**config.mk**
```make
export PLATFORM = sky130hd
export DESIGN_NAME = xbar_spi_cfg
export DESIGN_NICKNAME = d
export VERILOG_FILES = /design/src/rtl/xbar_spi_cfg.sv
export SDC_FILE = /design/constraint.sdc
export NUM_CORES = 1
export LEC_CHECK = 0
export CAP_MARGIN = 40
export CORE_UTILIZATION = 60
export CTS_BUF_LIST = sky130_fd_sc_hd__clkbuf_4 sky130_fd_sc_hd__clkbuf_8
export DETAILED_ROUTE_END_ITERATION = 10
export GPL_TIMING_DRIVEN = 0
export PLACE_DENSITY_LB_ADDON = 0.3
export SYNTH_ARGS = -nofsm -noshare
export SYNTH_HDL_FRONTEND = slang
export SYNTH_SLANG_ARGS = --single-unit
```
**constraint.sdc**
```tcl
create_clock -name clk -period 5.3 [get_ports clk]
set_input_delay 1.06 -clock clk [delete_from_list [all_inputs] [get_ports clk]]
set_output_delay 1.06 -clock clk [all_outputs]
set_load 0.005 [all_outputs]
```
**src/rtl/xbar_spi_cfg.sv**
```systemverilog
// SPI mode-0 slave that receives 8-bit command frames and commits the crossbar
// control word and the SPI/GDS override selects for the downstream controller.
module xbar_spi_cfg #(
  parameter int         SYNC_STAGES = 2,
  parameter logic [5:0] CFG_RESET   = 6'b100100
) (
  input  logic       clk,
  input  logic       rst_n,
  input  logic       sclk,
  input  logic       cs_n,
  input  logic       mosi,
  output logic       miso,
  output logic [5:0] cfg_out,
  output logic       spi_sel,
  output logic       gds_sel,
  output logic       cfg_valid,
  output logic       err
);

  typedef enum logic [1:0] {
    IDLE   = 2'd0,
    SHIFT  = 2'd1,
    COMMIT = 2'd2
  } state_t;

  // Handshake-free interface: cfg_valid is a single-clk strobe that marks the
  // cycle in which cfg_out/spi_sel/gds_sel take their newly committed values.

  logic [SYNC_STAGES-1:0] sclk_sr;
  logic [SYNC_STAGES-1:0] cs_sr;
  logic [SYNC_STAGES-1:0] mosi_sr;
  logic                   sclk_d;
  logic                   cs_d;

  state_t     state, state_nxt;
  logic [3:0] bit_cnt, bit_cnt_nxt;
  logic [7:0] rx_shift, rx_shift_nxt;
  logic [7:0] tx_shift, tx_shift_nxt;
  logic       start_pend, start_pend_nxt;
  logic       miso_nxt;
  logic [5:0] cfg_nxt;
  logic       spi_nxt;
  logic       gds_nxt;
  logic       valid_nxt;
  logic       err_nxt;

  logic sclk_s, cs_s, mosi_s;
  logic sclk_rise, sclk_fall, cs_rise, cs_fall;

  function automatic logic one_hot3(input logic [2:0] v);
    return (v == 3'b001) || (v == 3'b010) || (v == 3'b100);
  endfunction

  // cs_n chain resets high so reset release never looks like a frame start.
  always_ff @(posedge clk or negedge rst_n) begin
    if (!rst_n) begin
      sclk_sr <= '0;
      cs_sr   <= '1;
      mosi_sr <= '0;
      sclk_d  <= 1'b0;
      cs_d    <= 1'b1;
    end else begin
      sclk_sr <= {sclk_sr[SYNC_STAGES-2:0], sclk};
      cs_sr   <= {cs_sr[SYNC_STAGES-2:0], cs_n};
      mosi_sr <= {mosi_sr[SYNC_STAGES-2:0], mosi};
      sclk_d  <= sclk_sr[SYNC_STAGES-1];
      cs_d    <= cs_sr[SYNC_STAGES-1];
    end
  end

  assign sclk_s    = sclk_sr[SYNC_STAGES-1];
  assign cs_s      = cs_sr[SYNC_STAGES-1];
  assign mosi_s    = mosi_sr[SYNC_STAGES-1];
  assign sclk_rise = sclk_s & ~sclk_d;
  assign sclk_fall = ~sclk_s & sclk_d;
  assign cs_rise   = cs_s & ~cs_d;
  assign cs_fall   = ~cs_s & cs_d;

  always_ff @(posedge clk or negedge rst_n) begin
    if (!rst_n) begin
      state      <= IDLE;
      bit_cnt    <= 4'd0;
      rx_shift   <= 8'd0;
      tx_shift   <= 8'd0;
      start_pend <= 1'b0;
      miso       <= 1'b0;
      cfg_out    <= CFG_RESET;
      spi_sel    <= 1'b0;
      gds_sel    <= 1'b0;
      cfg_valid  <= 1'b0;
      err        <= 1'b0;
    end else begin
      state      <= state_nxt;
      bit_cnt    <= bit_cnt_nxt;
      rx_shift   <= rx_shift_nxt;
      tx_shift   <= tx_shift_nxt;
      start_pend <= start_pend_nxt;
      miso       <= miso_nxt;
      cfg_out    <= cfg_nxt;
      spi_sel    <= spi_nxt;
      gds_sel    <= gds_nxt;
      cfg_valid  <= valid_nxt;
      err        <= err_nxt;
    end
  end

  always_comb begin
    state_nxt      = state;
    bit_cnt_nxt    = bit_cnt;
    rx_shift_nxt   = rx_shift;
    tx_shift_nxt   = tx_shift;
    start_pend_nxt = start_pend;
    miso_nxt       = miso;
    cfg_nxt        = cfg_out;
    spi_nxt        = spi_sel;
    gds_nxt        = gds_sel;
    valid_nxt      = 1'b0;
    err_nxt        = err;

    case (state)
      IDLE: begin
        start_pend_nxt = 1'b0;
        if (cs_fall || start_pend) begin
          state_nxt    = SHIFT;
          bit_cnt_nxt  = 4'd0;
          rx_shift_nxt = 8'd0;
          tx_shift_nxt = {gds_sel, spi_sel, cfg_out};
          miso_nxt     = gds_sel;
        end
      end

      SHIFT: begin
        // A chip-select edge takes precedence over a coincident sclk edge.
        if (cs_rise) begin
          state_nxt = COMMIT;
        end else if (sclk_rise) begin
          rx_shift_nxt = {rx_shift[6:0], mosi_s};
          if (bit_cnt != 4'd9) bit_cnt_nxt = bit_cnt + 4'd1;
        end else if (sclk_fall) begin
          tx_shift_nxt = {tx_shift[6:0], 1'b0};
          miso_nxt     = tx_shift[6];
        end
      end

      COMMIT: begin
        state_nxt = IDLE;
        miso_nxt  = 1'b0;
        // A new frame starting during COMMIT is replayed from IDLE next cycle.
        if (cs_fall) start_pend_nxt = 1'b1;
        if (bit_cnt == 4'd8) begin
          case (rx_shift[7:6])
            2'b00: begin
              if (one_hot3(rx_shift[5:3]) && one_hot3(rx_shift[2:0])) begin
                cfg_nxt   = rx_shift[5:0];
                valid_nxt = 1'b1;
              end else begin
                err_nxt = 1'b1;
              end
            end
            2'b01: begin
              if (rx_shift[5:2] == 4'd0) begin
                gds_nxt   = rx_shift[1];
                spi_nxt   = rx_shift[0];
                valid_nxt = 1'b1;
              end else begin
                err_nxt = 1'b1;
              end
            end
            2'b10:   err_nxt = 1'b0;
            default: ;
          endcase
        end else begin
          err_nxt = 1'b1;
        end
      end

      default: state_nxt = IDLE;
    endcase
  end

endmodule

```
==> results of run 1 <==
==> flip-flops by register name (all words and copies together) (netlist names), 2 cells and up <==
| signal | count |
|---|---|
| sclk_sr | 2 |
| cs_sr | 2 |
| cfg_out | 6 |
| mosi_sr | 2 |
| state | 2 |
| rx_shift | 8 |
| tx_shift | 7 |
| bit_cnt | 4 |
==> worst min-delay path by stage <==
stage | from | slack (ps) | cells after the start | end
after floorplan | mosi_sr[0] | 330 | 0 | mosi_sr[1]
after global routing | cs_sr[0] | 370 | 0 | cs_sr[1]
after global placement | sclk_sr[0] | 330 | 0 | sclk_sr[1]
final | sclk_sr[0] | 360 | 0 | sclk_sr[1]
after detailed placement | sclk_sr[0] | 340 | 0 | sclk_sr[1]
after CTS | sclk_sr[0] | 360 | 0 | sclk_sr[1]
==> final cells by class <==
class | count | area [um2] | area share, %
flip-flops and latches | 41 | 1032 | 45.96
multi-input cells | 114 | 864.6 | 38.50
repair buffers | 16 | 172.7 | 7.688
well taps | 44 | 55.05 | 2.451
clock buffers | 6 | 45.04 | 2.006
inverters | 11 | 41.29 | 1.838
plain buffers | 6 | 25.02 | 1.114
clock inverters | 2 | 10.01 | 0.4457
==> per-layer routing <==
layer / track usage [%] / vias to the layer above / part of all wire, %
met3: 5.895 / 8 / 4.0
met2: 43.02 / 44 / 50
met5: 0 / - / 0
met4: 13.61 / 0 / 2.1
li1: - / 659 / -
met1: 34.40 / 722 / 44
==> metrics by stage <==
step / cells / instance area (um2) / utilization (%) / power (mW) / hold slack (ps)
CTS: 240 / 2246 / 72.97 / 0.8182 / 363.3
global route: 240 / 2246 / 72.97 / 0.8656 / 366.0
finish: 240 / 2246 / 72.97 / 0.8168 / 361.3
floorplan: 172 / 1963 / - / 0.5742 / 331.2
global placement: 231 / 2168 / 70.45 / 0.6409 / 332.2
detailed placement: 232 / 2191 / 71.18 / 0.6615 / 335.5
==> logic make-up after synthesis <==
logic type	count (synthesis)
simple gates	45
xor+xnor	2
flops	41
compound gates	36
fa+ha+maj	6
buf+inv	17
mux	25
==> cell usage in the layout, fill, tap and decap left out, drive strengths merged, types with 2 or more instances in the layout <==
cell           netlist  final
inv                 11     11
a21o                 2      2
clkinv               0      2
nor2b                3      3
nor3                 3      3
nor2                 6      6
nand3b               3      3
nand2b               4      4
buf                  3      5
nand4                3      3
mux2i                5      5
dfstp                5      5
dfrtp               36     36
nand2               13     13
nor4                 2      2
ha                   6      6
o31ai                4      4
mux2                20     20
a2bb2oi              2      2
o41ai                2      2
clkdlybuf4s50        0     14
nand3                3      3
a21oi                5      5
clkbuf               3      9
xor2                 2      2
o21ai               13     13
==> cells in the mapped netlist (all sizes together) (2+ instances only) <==
master,n
a2bb2oi,2
ha,6
nand3,3
dfstp,5
nor2,6
xor2,2
a21o,2
o31ai,4
o21ai,13
clkbuf,3
mux2i,5
buf,3
nand2b,4
nor3,3
nor2b,3
a21oi,5
nand4,3
nand3b,3
o41ai,2
dfrtp,36
mux2,20
nor4,2
nand2,13
inv,11
==> power by group through the flow <==
stage	Clock, mW	Combinational, mW	Sequential (mW)
detailed placement	0	0.297	0.365
global placement	0	0.279	0.362
global route	0.171	0.332	0.362
CTS	0.160	0.299	0.359
finish	0.156	0.303	0.359
floorplan	0	0.215	0.359
==> results.md, run 1 <==
- Pre-antenna DRT Iters: 4
- Post-Synth XOR/XNOR Area: 0.8923%
- Outcome: complete, no violations
- Least-Margin Pin Slew: between 500 and 600 ps
- Vias: about 1400
- Htree depth: 2
- Layout area overhead: 14.40%
- Clock Pin Slew Worst Setup and Hold Paths: around 120 ps
- Layout cells sized above 1: between 20% and 30%
- FMAX: 0.4054 GHz
- Filler cells: around 230
- Critical path class: register to output pin
- Largest family of logic cells by synthesized area: multiplexers
- PD cells: 363.7 nW/um2
- Logic pwr share: 37.1%
- Final Setup Violations: 0
- Core Area: between 3000 and 4000 um2
- Sw Pwr: 0.3202 mW
- Vias/cell: roughly 6.0
- Synth area leaders: dfrtp_1 46%, mux2_2 11%, dfstp_2 6.7%
- Final WL: 3.943 mm
- Pre-CTS setup slack: roughly 3200 ps
- Main synth FF type: dfrtp_1
- Compound-Gate Fraction of Synth Area: about an eighth
- CP Capture Type: output pin
- Fin. Hold Viols: 0
- Critical Path Source: cfg_out[2]
- Critical-path cell list: clkdlybuf4s50_1
- Clock share of power: 19.0%
- Reg-to-reg slack, setup: 3190 ps
- Die area: 3505 um2
- Final slew viol count: 0
- GPL Wtd Cong: ~0.90
- Mux contribution to synthesized area: between 10% and 20%
- CP Launch Type: register
- Final setup TNS: 0 ps
- RSZ-0062 raised after global routing: no
- Diode count: 0
- Max-Cap Viols: 0
- Crit-path leading delay family: flip-flops
- First-pass GRT wire length: approximately 7 mm
- Crit path to: cfg_out[2]
- Stages on the worst setup path: 1
- Net Sw Frac: 39.21%
- CTS resizes: 0
- Starting DRT DRC Count: 65
- Final #Nets: around 200
- Ys Warns: 0
- Die width: around 59 um
- Area share of and/or/nand/nor cells after synthesis: between 10% and 20%
- Clk buf depth: 2
- Gr ovfl total: 0
- Initial antenna violation count: 0
- Max VDD drop: between 200 and 300 uV
- Clk Latency, worst-skew pair: between 300 and 400 ps
- Relative slew slack: 64.47%
- Fraction of registers with async set or reset after synthesis: 100.0%
- CP required: 4240 ps
- Cell variety after synth: 40
- Reg-to-Reg End: miso
- DRC Markers: 0
- Number of synthesized register bits: 41
- Clk root buf: clkbuf_4
- Hold_buf cts: 0
- Syn_nets: approximately 180
- Static leakage power: approximately 1.0 nW
- CTS tree: built
- Post-CTS setup buffer count: 0
- Port bufs: 15
- R2R cell count: 7
- Final Cycle Share: 46.54%
- Reg-to-Reg Start: state[0]
- Post-synth EDFFs: 0
- Worst path slowest cell: dfstp_2
- P_int: ~0.5 mW
- Syn avg cell area: between 10 and 15 um2
- Largest net degree at the start of global routing: 23
- Top-area cell type share of the netlist area: 45.89%
- I/O pin cnt: 16
- Adder-cell area share of the yosys netlist: under 10%
- Crit path max fanout: 3
- GRT Overall Usage: a little over a quarter
- Routed WL per cell: 16.43 um
- Final Worst Setup Slack: between 2000 and 3000 ps
- Min Clock Period, post-route: about 2500 ps
- Sequential Power Share: 43.9%
- Row Count: 20
- Synth area leader: dfrtp_1
- CTS buffer count: 5
- Num Clock Sinks: between 40 and 50
- Seq/Total Area, Yosys: 52.58%
- Post-Synthesis Cells: about 170
- Initial core utilization: 63.78%
- Buf+Inv Stages, Crit Path: 1
- Critical Path Max Stage Delay: 560 ps
- Mapped cell area: roughly 2000 um2
- Placed wire-length estimate: roughly 3 mm
- Skew final: between 8 and 9 ps
- Hold Crit Class: register to register
- ANT nets after route: 0
- WP data arrival: roughly 1400 ps
- Vias in the first global route: about 1500
- Die height: 59.20 um
Power figures use the tool's default switching activity.
==> run 2: changes to the inputs <==
--- a/config.mk
+++ b/config.mk
@@ -6,7 +6,7 @@
 export NUM_CORES = 1
 export LEC_CHECK = 0
 export CAP_MARGIN = 40
-export CORE_UTILIZATION = 60
+export CORE_UTILIZATION = 59
 export CTS_BUF_LIST = sky130_fd_sc_hd__clkbuf_4 sky130_fd_sc_hd__clkbuf_8
 export DETAILED_ROUTE_END_ITERATION = 10
 export GPL_TIMING_DRIVEN = 0
==> constraint.sdc (replaced) <==
create_clock -name clk -period 2.5 [get_ports clk]
set_input_delay 0.5 -clock clk [delete_from_list [all_inputs] [get_ports clk]]
set_output_delay 0.5 -clock clk [all_outputs]
set_load 0.005 [all_outputs]
==> results.md, run 2 (synthesized netlist as in run 1, its figures left out) <==
- Clk buf depth: 2 (unchanged)
- Initial antenna violation count: 0 (unchanged)
- Skew final: 3.065 ps (was 8.797 ps)
- Final Setup Violations: 0 (unchanged)
- Reg-to-Reg End: miso (unchanged)
- WP data arrival: 2420 ps (was 1410 ps)
- Crit path max fanout: 10 (was 3)
- Final setup TNS: 0 ps (unchanged)
- CTS tree: built (unchanged)
- Vias in the first global route: 1315 (was 1478)
- Crit-path leading delay family: buffers and inverters (was flip-flops)
- Final Cycle Share: ~90%
- Most frequent cells in the layout: 36 x dfrtp_1, 20 x mux2_2, 14 x clkdlybuf4s50_1 (unchanged)
- Layout area overhead: 15.17% (was 14.40%)
- Port bufs: 15 (unchanged)
- GRT Overall Usage: 25.59% (was 26.89%)
- Placed wire-length estimate: 2.815 mm (was 2.913 mm)
- Outcome: complete, no violations (unchanged)
- Buf+Inv Stages, Crit Path: 3 (was 1)
- Hold_buf cts: 0 (unchanged)
- Min Clock Period, post-route: between 2000 and 2500 ps
- Pre-CTS setup slack: 397.5 ps (was 3219 ps)
- Pre-antenna DRT Iters: 4 (unchanged)
- ANT nets after route: 0 (unchanged)
- CP required: 2720 ps (was 4240 ps)
- Vias/cell: 5.971 (unchanged)
- Max VDD drop: 714.4 uV (was 268.2 uV)
- Placed cells: 232 (unchanged)
- FMAX: about 0.46 GHz
- CTS buffer count: 5 (unchanged)
- First-pass GRT wire length: 6.451 mm (was 6.803 mm)
- I/O pin cnt: 16 (unchanged)
- Critical Path Max Stage Delay: 420 ps (was 560 ps)
- Layout cells sized above 1: 21.94% (unchanged)
- CP Launch Type: register (unchanged)
- Final #Nets: 206 (unchanged)
- Final WL: 3.882 mm (was 3.943 mm)
- DRC Markers: 0 (unchanged)
- Crit path to: miso (was cfg_out[2])
- RSZ-0062 raised after global routing: no (unchanged)
- Final slew viol count: 0 (unchanged)
- Clk Latency, worst-skew pair: 350 ps (about the same)
- Num Clock Sinks: 41 (unchanged)
- Die area: 3562 um2 (was 3505 um2)
- Met1 GRT Util: 33.72% (was 34.40%)
- Critical path class: register to register (was register to output pin)
- Stages on the worst setup path: 7 (was 1)
- Row Count: 20 (unchanged)
- Reg-to-Reg Start: state[0] (unchanged)
- Top Registers: rx_shift: 8 flops, tx_shift: 7 flops, cfg_out: 6 flops (unchanged)
- Diode count: 0 (unchanged)
- Core Area: 3103 um2 (was 3078 um2)
- Least-Margin Pin Slew: 543.7 ps (was 529.0 ps)
- Vias: 1433 (unchanged)
- Clk root buf: clkbuf_4 (unchanged)
- PD cells: 788.1 nW/um2 (was 363.7 nW/um2)
- Critical path's most frequent cell: inv_1
- Starting DRT DRC Count: 95 (was 65)
- Tot Pwr: 1.782 mW (was 0.8168 mW)
- Routed WL per cell: 16.18 um (was 16.43 um)
- Commonest non-fill, non-tap cell in the layout: dfrtp_1 (unchanged)
- GPL Wtd Cong: 0.9127 (was 0.9003)
- R2R cell count: 7 (unchanged)
- Max-Cap Viols: 0 (unchanged)
- Largest net degree at the start of global routing: 22 (was 23)
- Die height: 59.69 um (was 59.20 um)
- Fin. Hold Viols: 0 (unchanged)
- Critical Path Source: state[0] (was cfg_out[2])
- Htree depth: 2 (unchanged)
- Post-CTS setup buffer count: 0 (unchanged)
- Static leakage power: 1.015 nW (was 1.009 nW)
- Critical-path cell list: inv_1 -> ha_1 -> inv_1 -> nor3_2 -> buf_2 -> a2bb2oi_1 -> o221ai_1 (was clkdlybuf4s50_1)
- Fin cells: 240 (unchanged)
- CP Capture Type: register (was output pin)
- Final Worst Setup Slack: 304.9 ps (was 2833 ps)
- CTS resizes: 0 (unchanged)
- Max reg flops: 8 (unchanged)
- Worst path slowest cell: nor3_2 (was dfstp_2)
- Clock Pin Slew Worst Setup and Hold Paths: 120 ps (about the same)
- Initial core utilization: 63.27% (was 63.78%)
- Hold Crit Class: primary input to asynchronous set/reset pin (was register to register)
- Filler cells: 238 (was 232)
- Biggest register: rx_shift (unchanged)
- Met2 Resource Use GR: 39.52% (was 43.02%)
- Die width: 59.69 um (was 59.20 um)
- Gr ovfl total: 0 (unchanged)
- Relative slew slack: 63.48% (was 64.47%)
- GR Util met3: 8.009% (was 5.895%)
- Reg-to-reg slack, setup: 300 ps (was 3190 ps)
- Most used routing layer: met2 (unchanged)
run 2: cell types whose count changed in the layout (fill, tap and decap cells not counted), sizes merged:
| cell | previous run | this run |
|---|---|---|
| clkinv | 2 | 1 |
| clkbuf | 9 | 10 |
run 2: power by group:
group / internal (mW) / switching [mW] / total, mW
combinational: 0.222 / 0.422 / 0.644
clock: 0.163 / 0.212 / 0.375
sequential: 0.714 / 0.0491 / 0.763
run 2: through the flow:
step	util [%]	hold slack, ps	area [um2]
after floorplan	-	204.4	1963
after global placement	69.88	333.1	2168
after detailed placement	70.60	337.8	2191
after CTS	72.86	105.5	2261
after global routing	72.86	124.4	2261
final	72.86	97.02	2261
run 2: worst min path at each step:
stage / cells past startpoint / to / slack [ps]
after floorplan: 0 / bit_cnt[0] / 200
after global placement: 0 / sclk_sr[1] / 330
after detailed placement: 0 / mosi_sr[1] / 340
after CTS: 1 / rx_shift[5] / 110
after global routing: 1 / rx_shift[5] / 120
final: 1 / rx_shift[7] / 100
run 2: final cells by class:
| cell class | instances | area (um2) | area share [%] |
|---|---|---|---|
| Sequential cell | 41 | 1032 | 45.66 |
| Clock inverter | 1 | 5.005 | 0.2214 |
| Inverter | 11 | 41.29 | 1.826 |
| Timing Repair Buffer | 16 | 172.7 | 7.637 |
| Clock buffer | 7 | 65.06 | 2.878 |
| Buffer | 6 | 25.02 | 1.107 |
| Multi-Input combinational cell | 114 | 864.6 | 38.24 |
| Tap cell | 44 | 55.05 | 2.435 |
run 2: per-layer routing:
| layer | up-vias | routed length, um |
|---|---|---|
| li1 | 668 | - |
| met1 | 706 | 1677 |
| met2 | 51 | 1894 |
| met3 | 8 | 240 |
| met4 | 0 | 69 |
| met5 | - | 0 |
==> run 3: changes to the inputs <==
--- a/config.mk
+++ b/config.mk
@@ -11,6 +11,7 @@
 export DETAILED_ROUTE_END_ITERATION = 10
 export GPL_TIMING_DRIVEN = 0
 export PLACE_DENSITY_LB_ADDON = 0.3
+export SETUP_SLACK_MARGIN = 0.5
 export SYNTH_ARGS = -nofsm -noshare
 export SYNTH_HDL_FRONTEND = slang
 export SYNTH_SLANG_ARGS = --single-unit
==> results.md, run 3 (synthesized netlist as in run 1, its figures left out) <==
- Clk root buf: clkbuf_4 (unchanged)
- Filler cells: 234 (was 238)
- Final WL: 4.036 mm (was 3.882 mm)
- Diode count: 0 (unchanged)
- Clock Pin Slew Worst Setup and Hold Paths: 120 ps (about the same)
- Final Worst Setup Slack: 487.3 ps (was 304.9 ps)
- Die width: 59.69 um (unchanged)
- CTS buffer count: 5 (unchanged)
- I/O pin cnt: 16 (unchanged)
- Max reg flops: 8 (unchanged)
- Vias: 1464 (was 1433)
- Biggest register: rx_shift (unchanged)
- Pre-CTS setup slack: 397.5 ps (unchanged)
- RSZ-0062 raised after global routing: yes (was no)
- ANT nets after route: 0 (unchanged)
- Critical path class: register to register (unchanged)
- Min Clock Period, post-route: 2013 ps (was 2195 ps)
- Max VDD drop: 749.5 uV (was 714.4 uV)
- Relative slew slack: 66.02% (was 63.48%)
- Design area: 2315 um2 (was 2261 um2)
- Largest net degree at the start of global routing: 22 (unchanged)
- Least-Margin Pin Slew: 509.7 ps (was 543.7 ps)
- Hold Crit Class: primary input to asynchronous set/reset pin (unchanged)
- Static leakage power: 1.049 nW (was 1.015 nW)
- PD cells: 806.2 nW/um2 (was 788.1 nW/um2)
- Max-Cap Viols: 0 (unchanged)
- Commonest non-fill, non-tap cell in the layout: dfrtp_1 (unchanged)
- Final slew viol count: 0 (unchanged)
- Gr ovfl total: 0 (unchanged)
- First-pass GRT wire length: 6.548 mm (was 6.451 mm)
- Top Registers: rx_shift: 8 flops, tx_shift: 7 flops, cfg_out: 6 flops (unchanged)
- Layout cells sized above 1: 26.50% (was 21.94%)
- Final Cycle Share: 80.51% (was 87.81%)
- FMAX: 0.4969 GHz (was 0.4556 GHz)
- Final setup TNS: 0 ps (unchanged)
- Die height: 59.69 um (unchanged)
- GPL Wtd Cong: 0.9127 (unchanged)
- CP required: 2750 ps (was 2720 ps)
- Final Setup Violations: 0 (unchanged)
- Pre-antenna DRT Iters: 4 (unchanged)
- WP data arrival: 2260 ps (was 2420 ps)
- Outcome: complete, no violations (unchanged)
- Clk buf depth: 2 (unchanged)
- Fin. Hold Viols: 0 (unchanged)
- Clk Latency, worst-skew pair: 350 ps (about the same)
- Cell Area, Placed: 2191 um2 (unchanged)
- Num Clock Sinks: 41 (unchanged)
- Layout area overhead: 17.91% (was 15.17%)
- Final #Nets: 210 (was 206)
- Skew final: 3.416 ps (was 3.065 ps)
- Most frequent cells in the layout: 36 x dfrtp_1, 20 x mux2_2, 14 x clkdlybuf4s50_1 (unchanged)
- Die area: 3562 um2 (unchanged)
- CP Capture Type: register (unchanged)
- Initial core utilization: 63.27% (unchanged)
- Initial antenna violation count: 0 (unchanged)
- Placed wire-length estimate: 2.815 mm (unchanged)
- Vias in the first global route: 1337 (was 1315)
- Row Count: 20 (unchanged)
- DRC Markers: 0 (unchanged)
- Core Area: 3103 um2 (unchanged)
- Port bufs: 15 (unchanged)
- Starting DRT DRC Count: 83 (was 95)
- Routed WL per cell: 16.54 um (was 16.18 um)
- Crit path max fanout: 6 (was 10)
- Vias/cell: 6.000 (was 5.971)
- CP Launch Type: register (unchanged)
- GRT Overall Usage: 25.93% (was 25.59%)
- Htree depth: 2 (unchanged)
- CTS tree: built (unchanged)
==> run 3: layout make-up <==
class,count,area [um2],area share [%]
multi-input cells,114,880.8,38.05
plain buffers,6,32.53,1.405
clock inverters,1,5.005,0.2162
clock buffers,7,65.06,2.811
inverters,11,41.29,1.784
repair buffers,20,202.7,8.757
flip-flops and latches,41,1032,44.59
well taps,44,55.05,2.378
==> run 3: stage by stage <==
stage                     power, mW  hold slack [ps]  util [%]  instances
after global routing          1.961            125.0     74.60        244
after global placement        1.358            333.1     69.88        231
after CTS                     1.787            105.5     73.10        240
final                         1.866            101.1     74.60        244
after detailed placement      1.403            337.8     70.60        232
after floorplan               1.217            204.4         -        172
==> run 3: report_power, final <==
part           internal (mW)  leakage, nW  switching [mW]
Sequential             0.714        0.537          0.0517
Clock                  0.163       0.0413           0.210
Combinational          0.277        0.471           0.451
==> run 3: worst max-delay path: stages (launching register included) <==
cell and delay (ps):
dfrtp_1 410, inv_1 110, ha_1 290, nor2b_1 300
a41oi_2 120, or3b_2 500, a22o_1 190
==> run 3: final timing paths <==
path | startpoint | to | slack [ps] | cells past startpoint
max in group asynchronous | rst_n | cfg_out[5] | 1840 | 2
worst max-delay path | state[0] | bit_cnt[1] | 490 | 6
min in group clk | cs_sr[0] | cs_sr[1] | 360 | 0
worst max register to register | state[0] | bit_cnt[1] | 490 | 6
worst min register to register | cs_sr[0] | cs_sr[1] | 360 | 0
worst min-delay path | rst_n | bit_cnt[2] | 100 | 1
==> run 3: timing repair <==
item                                    4_1_cts  5_1_grt
hold buffers                                  0        0
setup buffers                                 0        4
resized for setup                             2        9
pin swaps                                     1        3
endpoints found under the setup margin       16       24
==> run 3: layer usage <==
metal  up-vias  part of all wire [%]  GRT usage, %
met5         -                     0             0
met4         0                   1.9         9.967
met3         8                   7.7         8.009
met2        64                    50         40.63
met1       720                    40         33.76
li1        672                     -             -
